File: config.mk
export PLATFORM = sky130hd
export DESIGN_NAME = interface_spimaster
export DESIGN_NICKNAME = d
export VERILOG_FILES = /design/src/rtl/interface_spimaster.sv
export SDC_FILE = /design/constraint.sdc
export NUM_CORES = 1
export LEC_CHECK = 0
export ABC_AREA = 1
export CELL_PAD_IN_SITES_DETAIL_PLACEMENT = 1
export CELL_PAD_IN_SITES_GLOBAL_PLACEMENT = 1
export CORE_ASPECT_RATIO = 1.2
export CORE_UTILIZATION = 35
export DETAILED_ROUTE_END_ITERATION = 6
export GPL_TIMING_DRIVEN = 1
export PLACE_DENSITY = 0.82
export SYNTH_ARGS = -nofsm -noshare
export SYNTH_HDL_FRONTEND = slang
export SYNTH_SLANG_ARGS = --single-unit
File: constraint.sdc
create_clock -name clk -period 4.55 [get_ports clk]
set_input_delay 0.6825 -clock clk [delete_from_list [all_inputs] [get_ports clk]]
set_output_delay 0.6825 -clock clk [all_outputs]
set_load 0.01 [all_outputs]
File: src/rtl/interface_spimaster.sv
// SPI mode-0 master: shifts one BUFFER_SIZE-bit frame out MSB first while capturing the reply,
// then flags whether the reply header matches MSGID.
module interface_spimaster #(
  parameter int unsigned BUFFER_SIZE = 64,
  parameter logic [31:0] MSGID       = 32'h74697277,
  parameter int unsigned CLK_DIV     = 4
) (
  input  logic                   clk,
  input  logic                   rst_n,
  input  logic                   start,
  input  logic [BUFFER_SIZE-1:0] tx_data,
  output logic [BUFFER_SIZE-1:0] rx_data,
  output logic                   rx_valid,
  output logic                   done,
  output logic                   busy,
  output logic                   SPI_SCK,
  output logic                   SPI_SSEL,
  output logic                   SPI_MOSI,
  input  logic                   SPI_MISO
);

  localparam int unsigned CntW = $clog2(BUFFER_SIZE + 1);
  localparam int unsigned DivW = $clog2(CLK_DIV);

  typedef enum logic [2:0] {StIdle, StSetup, StHigh, StLow, StGap} state_e;

  state_e                 state_q, state_d;
  logic [DivW-1:0]        div_q, div_d;
  logic [CntW-1:0]        bit_cnt_q, bit_cnt_d;
  logic [BUFFER_SIZE-1:0] tx_shift_q, tx_shift_d;
  logic [BUFFER_SIZE-1:0] rx_shift_q, rx_shift_d;
  logic                   miso_meta_q, miso_sync_q;
  logic                   sck_q, ssel_q, mosi_q, busy_q, done_q, rx_valid_q;
  logic [BUFFER_SIZE-1:0] rx_data_q;
  logic                   div_last, in_frame, gap_entry;

  assign div_last  = (div_q == DivW'(CLK_DIV - 1));
  assign in_frame  = (state_q == StSetup) || (state_q == StHigh) || (state_q == StLow);
  assign gap_entry = (state_q == StGap) && (div_q == '0);

  always_comb begin
    state_d    = state_q;
    div_d      = div_last ? '0 : div_q + 1'b1;
    bit_cnt_d  = bit_cnt_q;
    tx_shift_d = tx_shift_q;
    rx_shift_d = rx_shift_q;
    case (state_q)
      StIdle: begin
        div_d = '0;
        if (start) begin
          tx_shift_d = tx_data;
          bit_cnt_d  = '0;
          state_d    = StSetup;
        end
      end
      StSetup: if (div_last) state_d = StHigh;
      StHigh: begin
        // Sample at the end of the high phase; the falling edge shifts the next bit out.
        if (div_last) begin
          rx_shift_d = {rx_shift_q[BUFFER_SIZE-2:0], miso_sync_q};
          bit_cnt_d  = bit_cnt_q + 1'b1;
          tx_shift_d = tx_shift_q << 1;
          state_d    = StLow;
        end
      end
      StLow: begin
        if (div_last) state_d = (bit_cnt_q == CntW'(BUFFER_SIZE)) ? StGap : StHigh;
      end
      StGap: if (div_last) state_d = StIdle;
      default: state_d = StIdle;
    endcase
  end

  always_ff @(posedge clk or negedge rst_n) begin
    if (!rst_n) begin
      state_q     <= StIdle;
      div_q       <= '0;
      bit_cnt_q   <= '0;
      tx_shift_q  <= '0;
      rx_shift_q  <= '0;
      miso_meta_q <= 1'b0;
      miso_sync_q <= 1'b0;
    end else begin
      state_q     <= state_d;
      div_q       <= div_d;
      bit_cnt_q   <= bit_cnt_d;
      tx_shift_q  <= tx_shift_d;
      rx_shift_q  <= rx_shift_d;
      miso_meta_q <= SPI_MISO;
      miso_sync_q <= miso_meta_q;
    end
  end

  // Pin-facing outputs are flopped from the current state, so they trail it by one cycle.
  always_ff @(posedge clk or negedge rst_n) begin
    if (!rst_n) begin
      sck_q      <= 1'b0;
      ssel_q     <= 1'b1;
      mosi_q     <= 1'b0;
      busy_q     <= 1'b0;
      done_q     <= 1'b0;
      rx_data_q  <= '0;
      rx_valid_q <= 1'b0;
    end else begin
      sck_q  <= (state_q == StHigh);
      ssel_q <= !in_frame;
      mosi_q <= in_frame ? tx_shift_q[BUFFER_SIZE-1] : 1'b0;
      busy_q <= (state_q != StIdle);
      done_q <= gap_entry;
      if (gap_entry) begin
        rx_data_q  <= rx_shift_q;
        rx_valid_q <= (rx_shift_q[BUFFER_SIZE-1 -: 32] == MSGID);
      end
    end
  end

  assign SPI_SCK  = sck_q;
  assign SPI_SSEL = ssel_q;
  assign SPI_MOSI = mosi_q;
  assign busy     = busy_q;
  assign done     = done_q;
  assign rx_data  = rx_data_q;
  assign rx_valid = rx_valid_q;

endmodule

==> metrics.txt, run 1 <==
cts-stage hold buffer count=0; Layout Cells excl Fill=approximately 1500; sinks on the clock net=around 210; transition at the pin with the smallest max-transition slack=1.12 ns; Max H-tree Level=1; number of maximum-capacitance constraint violations=0; overall die width=147 µm; Setup Total Neg Slack=0 ns; total internal power=around 3.7 mW; number of buffers inserted during clock tree synthesis=23; number of remaining DRC errors=0; Antenna Violating Nets Remaining=0; part of the total power dissipated in the clock network=33.3%; number of optimization iterations in the first detailed-route pass=4; clock transition at the registers of the reported paths=around 0.060 ns; Cells after DPL=roughly 1400; count of final setup violators=0; net count of the finished layout=1211; unrepaired setup endpoints after global routing=false; Worst Path Max Fanout=90; area enclosed by the die boundary=about 0.026 mm²; Cell variety after synth=22; number of synthesis warnings=0; area of the placeable core=~0.025 mm²; number of global-route vias before repair=slightly above 7000; setup slack after placement=between 1.5 and 2 ns; Sequential Power Share=between 40 and 50%; Antenna Diode Count=0; count of cells resized by post-cts repair=0; DR iter-0 viols=roughly 360; Mapped Cells=1029; maximum operating frequency=0.406 GHz; share of synthesized area occupied by flip-flops and latches=~60%; leakage power total=4.98 nW; Placement Rows=63; Fin Clk Skew=0.0134 ns; worst hold slack after final layout=about 0.27 ns; cell at the slowest stage of the critical path=sky130_fd_sc_hd__nand3_4; met1 track utilization from global routing=20.1%; Clock Latency Late Sink=around 0.51 ns; number of hold violations in the final report=0; placed wire-length estimate after detailed placement=approximately 13000 µm; run status=finished, final reports clean; Mapped Avg Cell Area=about 8.6 µm²; element type at the critical path start=register; maximum root-to-sink buffer count=3; period utilization=54.1%; area of the mapped netlist=a little under 0.009 mm²; ratio of cells with drive above 1 in the final layout=under 10%; most common library cell in the layout ignoring fill and taps=sky130_fd_sc_hd__nand2_1; reg-to-reg startpoint=state_q[1]$_DFFE_PN0P_; Global Route met3 Usage=2.25%; Cell Pwr Density=481 mW/mm²; count of vias placed by the detailed router=just under 7000; CTS tree=yes; first-pass GRT wire length=between 30000 and 40000 µm; Final Wtd Congestion=approximately 0.74; Final Max Slew Viols=0; antenna violations before repair=0; crit path DAT=2.87 ns; GR Util All Layers=around 17%; vertical extent of the die=roughly 180 µm; biggest cell delay along the critical path=0.72 ns; sw frac=31.8%; number of post-CTS setup repair buffers=0; number of flip-flops and latches in the synthesized netlist=about 210; CP Cell Sequence=nor2_1 > nand3_4 > buf_4 > o21ai_0; number of nets produced by synthesis=between 1000 and 1500; Req. time, crit path=4.96 ns; final critical delay including setup and external delays=between 2 and 2.5 ns; per-cell via count in the routed design=about 4.7; maximum number of pins on one net before global-route repair=roughly 130; highest-count cells in the layout ignoring fill and taps=sky130_fd_sc_hd__nand2_1 (310), sky130_fd_sc_hd__o21ai_0 (228), sky130_fd_sc_hd__dfrtp_1 (211); r2r worst-path depth=4; GR peak layer=met2; endpoint of the lowest-slack register-to-register path=rx_data[40]$_DFFE_PN0P_; grt met2 use=a little under a third; worst supply voltage drop on vdd=around 280 µV; initial core utilization=between 30% and 40%; area growth from synthesis to final layout=26.0%; final WL=between 20000 and 25000 µm; Hold/Removal Path Class=primary input to asynchronous set/reset pin; count of input and output buffers=around 140; Worst setup EP type=register; Setup Crit Path Kind=register to register; final worst slack=between 2 and 2.5 ns; count of boundary I/O pins=roughly 140; average detailed-routed wire length per instance=approximately 14 µm; power dissipated by switching net loads=1.71 mW; register-to-register path setup slack=2.09 ns; part of the power in combinational logic=23.4%; max-slew headroom at the worst pin=25.4%; GRT Residual Overflow=0; root buf cell=sky130_fd_sc_hd__clkbuf_16
## per-stage QoR
stage | utilization, % | cell area, µm² | power, mW
floorplan | - | 8860 | 3.28
global placement | 42.2 | 10400 | 3.56
detailed placement | 42.2 | 10400 | 3.64
CTS | 45.1 | 11200 | 5.47
global route | 45.1 | 11200 | 5.76
finish | 45.1 | 11200 | 5.38
## worst max path at each step
stage                     cells past startpoint  slack (ns)                    from                         end
after CTS                                     4        2.04  state_q[1]$_DFFE_PN0P_     rx_data[40]$_DFFE_PN0P_
after floorplan                               7        3.08                   start  tx_shift_q[10]$_DFFE_PN0P_
after global placement                        6        1.82                   start  tx_shift_q[25]$_DFFE_PN0P_
final                                         4        2.09  state_q[1]$_DFFE_PN0P_     rx_data[40]$_DFFE_PN0P_
after global routing                          5        1.81  state_q[1]$_DFFE_PN0P_      rx_data[4]$_DFFE_PN0P_
after detailed placement                      6        1.77                   start  tx_shift_q[27]$_DFFE_PN0P_
## worst max-delay path: cells and delay by family (launching register included)
family | cells | cell delay [ns]
buffers and inverters | 1 | 0.54
and+or+nand+nor | 2 | 1.06
DFF | 1 | 0.50
AOI/OAI and AO/OA | 1 | 0.23
## layout make-up
class / instances / area, µm²
repair buffers: 142 / 1430
multi-input cells: 617 / 2760
clock buffers: 35 / 691
flip-flops and latches: 212 / 5310
inverters: 143 / 537
fillers: 2948 / 13600
clock inverters: 7 / 41.3
well taps: 325 / 407
## logic make-up after synthesis
group | Yosys count | share of synthesized area, %
buffers and inverters | 200 | 9.26
AND/OR/NAND/NOR | 351 | 15.4
AO/OA/AOI/OAI | 261 | 14.8
flip-flops | 212 | 59.9
adder cells (fa/ha/maj) | 4 | 0.565
XOR/XNOR | 1 | 0.0988
## Yosys cell counts, drive strengths merged
cell | instances | area, µm²
a21oi | 3 | 15.0
nor2 | 20 | 82.6
nand3 | 12 | 72.6
buf | 30 | 183
ha | 4 | 50.1
dfstp | 1 | 26.3
clkbuf | 27 | 101
xor2 | 1 | 8.76
nor3 | 3 | 15.0
dfrtp | 211 | 5280
o21ai | 257 | 1290
nand4 | 4 | 25.0
o21bai | 1 | 7.51
inv | 143 | 537
nand2 | 312 | 1170
## registers in the layout (all words and copies together), names as in the netlist
name / flops
rx_data: 64
rx_shift_q: 64
tx_shift_q: 64
bit_cnt_q: 7
state_q: 3
div_q: 2
SPI_MOSI: 1
SPI_SCK: 1
SPI_SSEL: 1
busy: 1
done: 1
miso_meta_q: 1
miso_sync_q: 1
rx_valid: 1
## metal layers
| layer | routed length, µm | part of all wire, % |
|---|---|---|
| met4 | 561 | 2.7 |
| met1 | 8680 | 42 |
| met3 | 608 | 2.9 |
| met2 | 10800 | 52 |
| met5 | 0 | 0 |
## power by group through the flow
stage	Combinational, mW	Clock (mW)	Sequential (mW)
2_1_floorplan	0.958	0	2.33
3_3_place_gp	1.21	0	2.35
3_5_place_dp	1.27	0	2.37
4_1_cts	1.29	1.85	2.34
5_1_grt	1.47	1.92	2.37
6_report	1.26	1.79	2.33
No activity file was read; power rests on OpenSTA's default activity.
==> run 2, diff against run 1 <==
- PLACE_DENSITY: 0.82 -> 0.84
- clock period: 4.55 -> 2.1 ns (I/O delays scaled with it)
==> run 2 against run 1 <==
  * Wire length increased by 3.3%
  * Final cell count up 1.0%
  * Core utilization increased by 1.0 points
  * Global-route usage up 0.70 points
  * Clock power rose by 130%
  * Largest power group unchanged
  * Worst setup slack worse by 1.9 ns
  * First-iteration DRC count is 25% lower
  * Sequential power increased by 120%
  * Critical endpoint is now SPI_SSEL
  * Non-clock buffer count up 15
  * Count of clock-buffer cells in the layout is 1 higher
  * Worst hold slack worse by 0.0076 ns
  * Combinational power rose by 130%
==> metrics.txt, run 2 (same netlist as run 1, synthesis figures left out) <==
Cells after DPL=1453; number of hold violations in the final report=0; cts-stage hold buffer count=1; Antenna Violating Nets Remaining=0; number of maximum-capacitance constraint violations=0; share of the core filled with cells in the final layout=between 40 and 50%; overall die width=approximately 150 µm; maximum operating frequency=0.532 GHz; average detailed-routed wire length per instance=approximately 14 µm; DR iter-0 viols=between 200 and 300; ratio of cells with drive above 1 in the final layout=5.12%; transition at the pin with the smallest max-transition slack=0.514 ns; Post-Place Cell Area=roughly 0.011 mm²; number of remaining DRC errors=0; max-slew headroom at the worst pin=around two thirds; Worst Path Max Fanout=1; per-cell via count in the routed design=between 4 and 5; maximum root-to-sink buffer count=3; count of buffering cells on the critical path with inverters included=1; worst supply voltage drop on vdd=around 490 µV; GR peak layer=met2; Layout Cells excl Fill=1496; Placement Rows=63; run status=finished, final reports clean; Antenna Diode Count=0; placed wire-length estimate after detailed placement=14600 µm; Worst setup EP type=primary output; Setup Total Neg Slack=0 ns; most common library cell in the layout ignoring fill and taps=sky130_fd_sc_hd__nand2_1; GR Util All Layers=between 10% and 20%; count of boundary I/O pins=138; Setup Crit Path Kind=register to primary output; register area=0.00531 mm²; vertical extent of the die=roughly 180 µm; count of final setup violators=0; count of input and output buffers=roughly 140; Global Route met3 Usage=a little under 2%; CTS tree=yes; net count of the finished layout=around 1200; antenna violations before repair=0; Max H-tree Level=1; period utilization=89.5%; crit path DAT=1.56 ns; r2r worst-path depth=6; number of post-CTS setup repair buffers=0; biggest cell delay along the critical path=0.56 ns; initial core utilization=a little over a third; count of cells resized by post-cts repair=0; cell at the slowest stage of the critical path=sky130_fd_sc_hd__clkdlybuf4s50_1; Req. time, crit path=1.78 ns; GRT Residual Overflow=0; final critical delay including setup and external delays=1.88 ns; cell family contributing the most delay on the critical path=buffers and inverters; Hold/Removal Path Class=primary input to register; leakage power total=~5.1 nW; Cell Pwr Density=1060 mW/mm²; count of vias placed by the detailed router=~7100; area enclosed by the die boundary=around 0.026 mm²; maximum number of pins on one net before global-route repair=approximately 130; Final Wtd Congestion=between 0.7 and 0.8; sinks on the clock net=between 200 and 250; unrepaired setup endpoints after global routing=false; met1 track utilization from global routing=20.4%; summed area of non-filler cells in the final layout=between 0.01 and 0.015 mm²; depth of the critical timing path with buffers and inverters included=1; count of filler cells inserted in the layout=just under 3000; multi-input gate area in the final layout=between 0.002 and 0.003 mm²; number of buffers inserted during clock tree synthesis=23; area growth from synthesis to final layout=28.9%; Clock Latency Late Sink=about 0.51 ns; number of optimization iterations in the first detailed-route pass=4; final WL=21300 µm; clock transition at the registers of the reported paths=0.06 ns; grt met2 use=between 30% and 40%; first-pass GRT wire length=between 30000 and 40000 µm; element type at the critical path start=register; Worst Hold Path Cells=1; highest-count cells in the layout ignoring fill and taps=sky130_fd_sc_hd__nand2_1 (310), sky130_fd_sc_hd__o21ai_0 (228), sky130_fd_sc_hd__dfrtp_1 (211); number of global-route vias before repair=around 7500; area of the placeable core=~0.025 mm²; root buf cell=sky130_fd_sc_hd__clkbuf_16; Fin Clk Skew=around 0.013 ns; Final Max Slew Viols=0; CP Cell Sequence=clkdlybuf4s50_1
## run 2: layout make-up
type	count	share of cell area, %
Inverter	143	4.70
Clock buffer	36	5.90
Tap cell	325	3.56
Multi-Input combinational cell	617	24.2
Clock inverter	6	0.833
Timing Repair Buffer	157	14.4
Sequential cell	212	46.5
## run 2: path summary, 6_finish.rpt
kind / startpoint / to / slack, ns
min in group asynchronous: rst_n / rx_data[35]$_DFFE_PN0P_ / 0.35
worst min-delay path: SPI_MISO / miso_meta_q$_DFF_PN0_ / 0.26
worst max-delay path: SPI_SSEL$_DFF_PN1_ / SPI_SSEL / 0.22
worst max register to register: state_q[1]$_DFFE_PN0P_ / rx_valid$_DFFE_PN0P_ / 0.35
max in group asynchronous: rst_n / tx_shift_q[29]$_DFFE_PN0P_ / 1.08
worst min register to register: miso_meta_q$_DFF_PN0_ / miso_sync_q$_DFF_PN0_ / 0.36
## run 2: where the power goes
group	switching (mW)	leakage, nW	internal, mW
sequential	0.255	2.84	4.79
combinational	1.91	1.88	1.03
clock	1.64	0.376	2.46
## run 2: worst reg2reg max path, stage by stage (launching register included)
cell and delay (ns):
sky130_fd_sc_hd__dfrtp_1 0.50, sky130_fd_sc_hd__nor2_1 0.31, sky130_fd_sc_hd__nand3_4 0.30, sky130_fd_sc_hd__buf_12 0.28, sky130_fd_sc_hd__inv_1 0.13, sky130_fd_sc_hd__nand3_1 0.10, sky130_fd_sc_hd__nand2_1 0.07
## run 2: layer usage
layer / routed length [µm] / up-vias
li1: - / 3466
met1: 8930 / 3436
met2: 11200 / 103
met3: 577 / 45
met4: 619 / 0
met5: 0 / -
## run 2: through the flow
step | setup WS (ns) | total power, mW | hold slack [ns]
2_1_floorplan | 0.631 | 7.12 | 0.0194
3_3_place_gp | 0.317 | 7.89 | 0.306
3_5_place_dp | 0.245 | 8.10 | 0.298
4_1_cts | 0.198 | 12.3 | 0.244
5_1_grt | 0.171 | 12.9 | 0.252
6_report | 0.220 | 12.1 | 0.257
==> run 3, diff against run 2 <==
- PLACE_DENSITY: 0.84 -> 0.82
- SLEW_MARGIN: not set -> 15
- clock period: 2.1 -> 1.9 ns (I/O delays scaled with it)
==> run 3 against run 2 <==
  * First-iteration DRC count grew 22%
  * Clock skew down 0.0015 ns
  * Count of clock-buffer cells in the layout rose by 1
  * Cell area fell by 0.16%
  * Sequential share of layout area up 0.077 points
  * Clock power grew 5.6%
  * Critical path depth is the same
  * Power increased by 8.9%
  * Worst setup slack got worse by 0.068 ns
  * Wire length down 1.1%
  * Sequential power grew 10%
  * Worst hold slack got worse by 0.024 ns
  * Largest power group unchanged
  * Highest routed layer unchanged
==> metrics.txt, run 3 (same netlist as run 1, synthesis figures left out) <==
highest-count cells in the layout ignoring fill and taps=sky130_fd_sc_hd__nand2_1 (310), sky130_fd_sc_hd__o21ai_0 (228), sky130_fd_sc_hd__dfrtp_1 (211); number of post-CTS setup repair buffers=0; run status=finished, final reports clean; count of buffering cells on the critical path with inverters included=1; placed wire-length estimate after detailed placement=~14000 µm; cell at the slowest stage of the critical path=sky130_fd_sc_hd__clkdlybuf4s50_1; biggest cell delay along the critical path=~0.59 ns; unrepaired setup endpoints after global routing=false; Cell Pwr Density=roughly 1200 mW/mm²; vertical extent of the die=between 150 and 200 µm; GR Util All Layers=around 17%; number of global-route vias before repair=roughly 7500; area growth from synthesis to final layout=28.7%; first-pass GRT wire length=36400 µm; count of filler cells inserted in the layout=between 2000 and 3000; ratio of cells with drive above 1 in the final layout=5.13%; count of vias placed by the detailed router=~7000; summed area of non-filler cells in the final layout=0.0114 mm²; CTS tree=yes; leakage power total=between 5 and 6 nW; number of remaining DRC errors=0; antenna violations before repair=0; per-cell via count in the routed design=about 4.7; element type at the critical path start=register; cell family contributing the most delay on the critical path=buffers and inverters; CP Cell Sequence=clkdlybuf4s50_1; worst supply voltage drop on vdd=around 510 µV; Placement Rows=63; initial core utilization=between 30% and 40%; crit path DAT=about 1.5 ns; Req. time, crit path=between 1.5 and 2 ns; period utilization=between 90% and 100%; number of optimization iterations in the first detailed-route pass=4; Antenna Diode Count=0; overall die width=147 µm; maximum number of pins on one net before global-route repair=89; final critical delay including setup and external delays=between 1.5 and 2 ns; clock transition at the registers of the reported paths=roughly 0.060 ns; most common library cell in the layout ignoring fill and taps=sky130_fd_sc_hd__nand2_1; number of maximum-capacitance constraint violations=0; share of the core filled with cells in the final layout=~46%; Max H-tree Level=1; count of boundary I/O pins=between 100 and 150; Sequential Power Share=approximately 42%; GRT Residual Overflow=0; transition at the pin with the smallest max-transition slack=~0.36 ns; Post-Place Cell Area=around 0.011 mm²; average detailed-routed wire length per instance=between 10 and 15 µm; area of the placeable core=approximately 0.025 mm²; count of final setup violators=0; Cells after DPL=approximately 1500; maximum root-to-sink buffer count=3; Antenna Violating Nets Remaining=0; sw frac=between 30% and 40%; Worst setup EP type=primary output; area enclosed by the die boundary=approximately 0.026 mm²; power dissipated by switching net loads=roughly 4 mW; number of buffers inserted during clock tree synthesis=22; Fin Clk Skew=approximately 0.012 ns; Setup Crit Path Kind=register to primary output; Worst Path Max Fanout=2; count of input and output buffers=between 100 and 150; Layout Cells excl Fill=between 1000 and 1500; number of hold violations in the final report=0; max-slew headroom at the worst pin=between 70 and 80%; sinks on the clock net=212; Final Wtd Congestion=about 0.75; part of the total power dissipated in the clock network=about a third; part of the power in combinational logic=between 20% and 30%; overall power of the completed layout=roughly 13 mW; Setup Total Neg Slack=0 ns; DR iter-0 viols=about 330; total internal power=9.06 mW; final WL=~21000 µm; Final Max Slew Viols=0; Clock Latency Late Sink=about 0.50 ns; root buf cell=sky130_fd_sc_hd__clkbuf_16; net count of the finished layout=between 1000 and 1500; maximum operating frequency=0.572 GHz; Hold/Removal Path Class=primary input to register
[run 3: final timing paths]
check	startpoint	end	slack [ns]	cells after the start
max in group asynchronous	rst_n	SPI_SSEL$_DFF_PN1_	1.04	3
setup / recovery	rx_data[63]$_DFFE_PN0P_	rx_data[63]	0.15	1
min in group asynchronous	rst_n	rx_data[33]$_DFFE_PN0P_	0.26	2
hold / removal	SPI_MISO	miso_meta_q$_DFF_PN0_	0.23	1
hold reg to reg	miso_meta_q$_DFF_PN0_	miso_sync_q$_DFF_PN0_	0.37	0
setup reg to reg	state_q[0]$_DFFE_PN0P_	bit_cnt_q[4]$_DFFE_PN0P_	0.29	6
[run 3: what timing repair did]
action	CTS	global route
gates resized for setup	0	1
hold endpoints to repair	39	0
setup endpoints to repair	0	1
hold buffers	1	0
[run 3: power by group through the flow]
| stage | Sequential (mW) | Combinational [mW] | Clock (mW) |
|---|---|---|---|
| after floorplan | 5.57 | 2.30 | 0 |
| final | 5.57 | 3.26 | 4.33 |
| after CTS | 5.59 | 3.33 | 4.47 |
| after global placement | 5.62 | 3.14 | 0 |
| after detailed placement | 5.66 | 3.30 | 0 |
| after global routing | 5.66 | 3.74 | 4.65 |
[run 3: per-stage QoR]
step | hold WS, ns | setup slack [ns]
detailed placement | 0.201 | 0.130
global route | 0.212 | 0.0859
finish | 0.233 | 0.152
global placement | 0.202 | 0.202
floorplan | -0.0106 | 0.431
CTS | 0.214 | 0.0261
[run 3: worst register-to-register path: cells and delay by family (launching register included)]
family                 cells  cell delay, ns
buffers and inverters      2            0.48
and+or+nand+nor            3            0.51
DFF                        1            0.45
AOI/OAI and AO/OA          1            0.09
[run 3: cell type report]
cell class	count	area, µm²	share of cell area, %
inverter	143	537	4.71
timing repair buffer	159	1660	14.5
sequential	212	5310	46.5
clock buffer	37	698	6.12
tap	325	407	3.57
multi-input combinational	617	2760	24.2
clock inverter	2	35.0	0.307
[run 3: metal layers]
| metal | wire length, µm | GRT usage, % | part of all wire (%) |
|---|---|---|---|
| met5 | 0 | 0 | 0 |
| met4 | 541 | 5.03 | 2.6 |
| met3 | 592 | 2.20 | 2.8 |
| met2 | 10800 | 30.6 | 51 |
| met1 | 9140 | 20.9 | 43 |
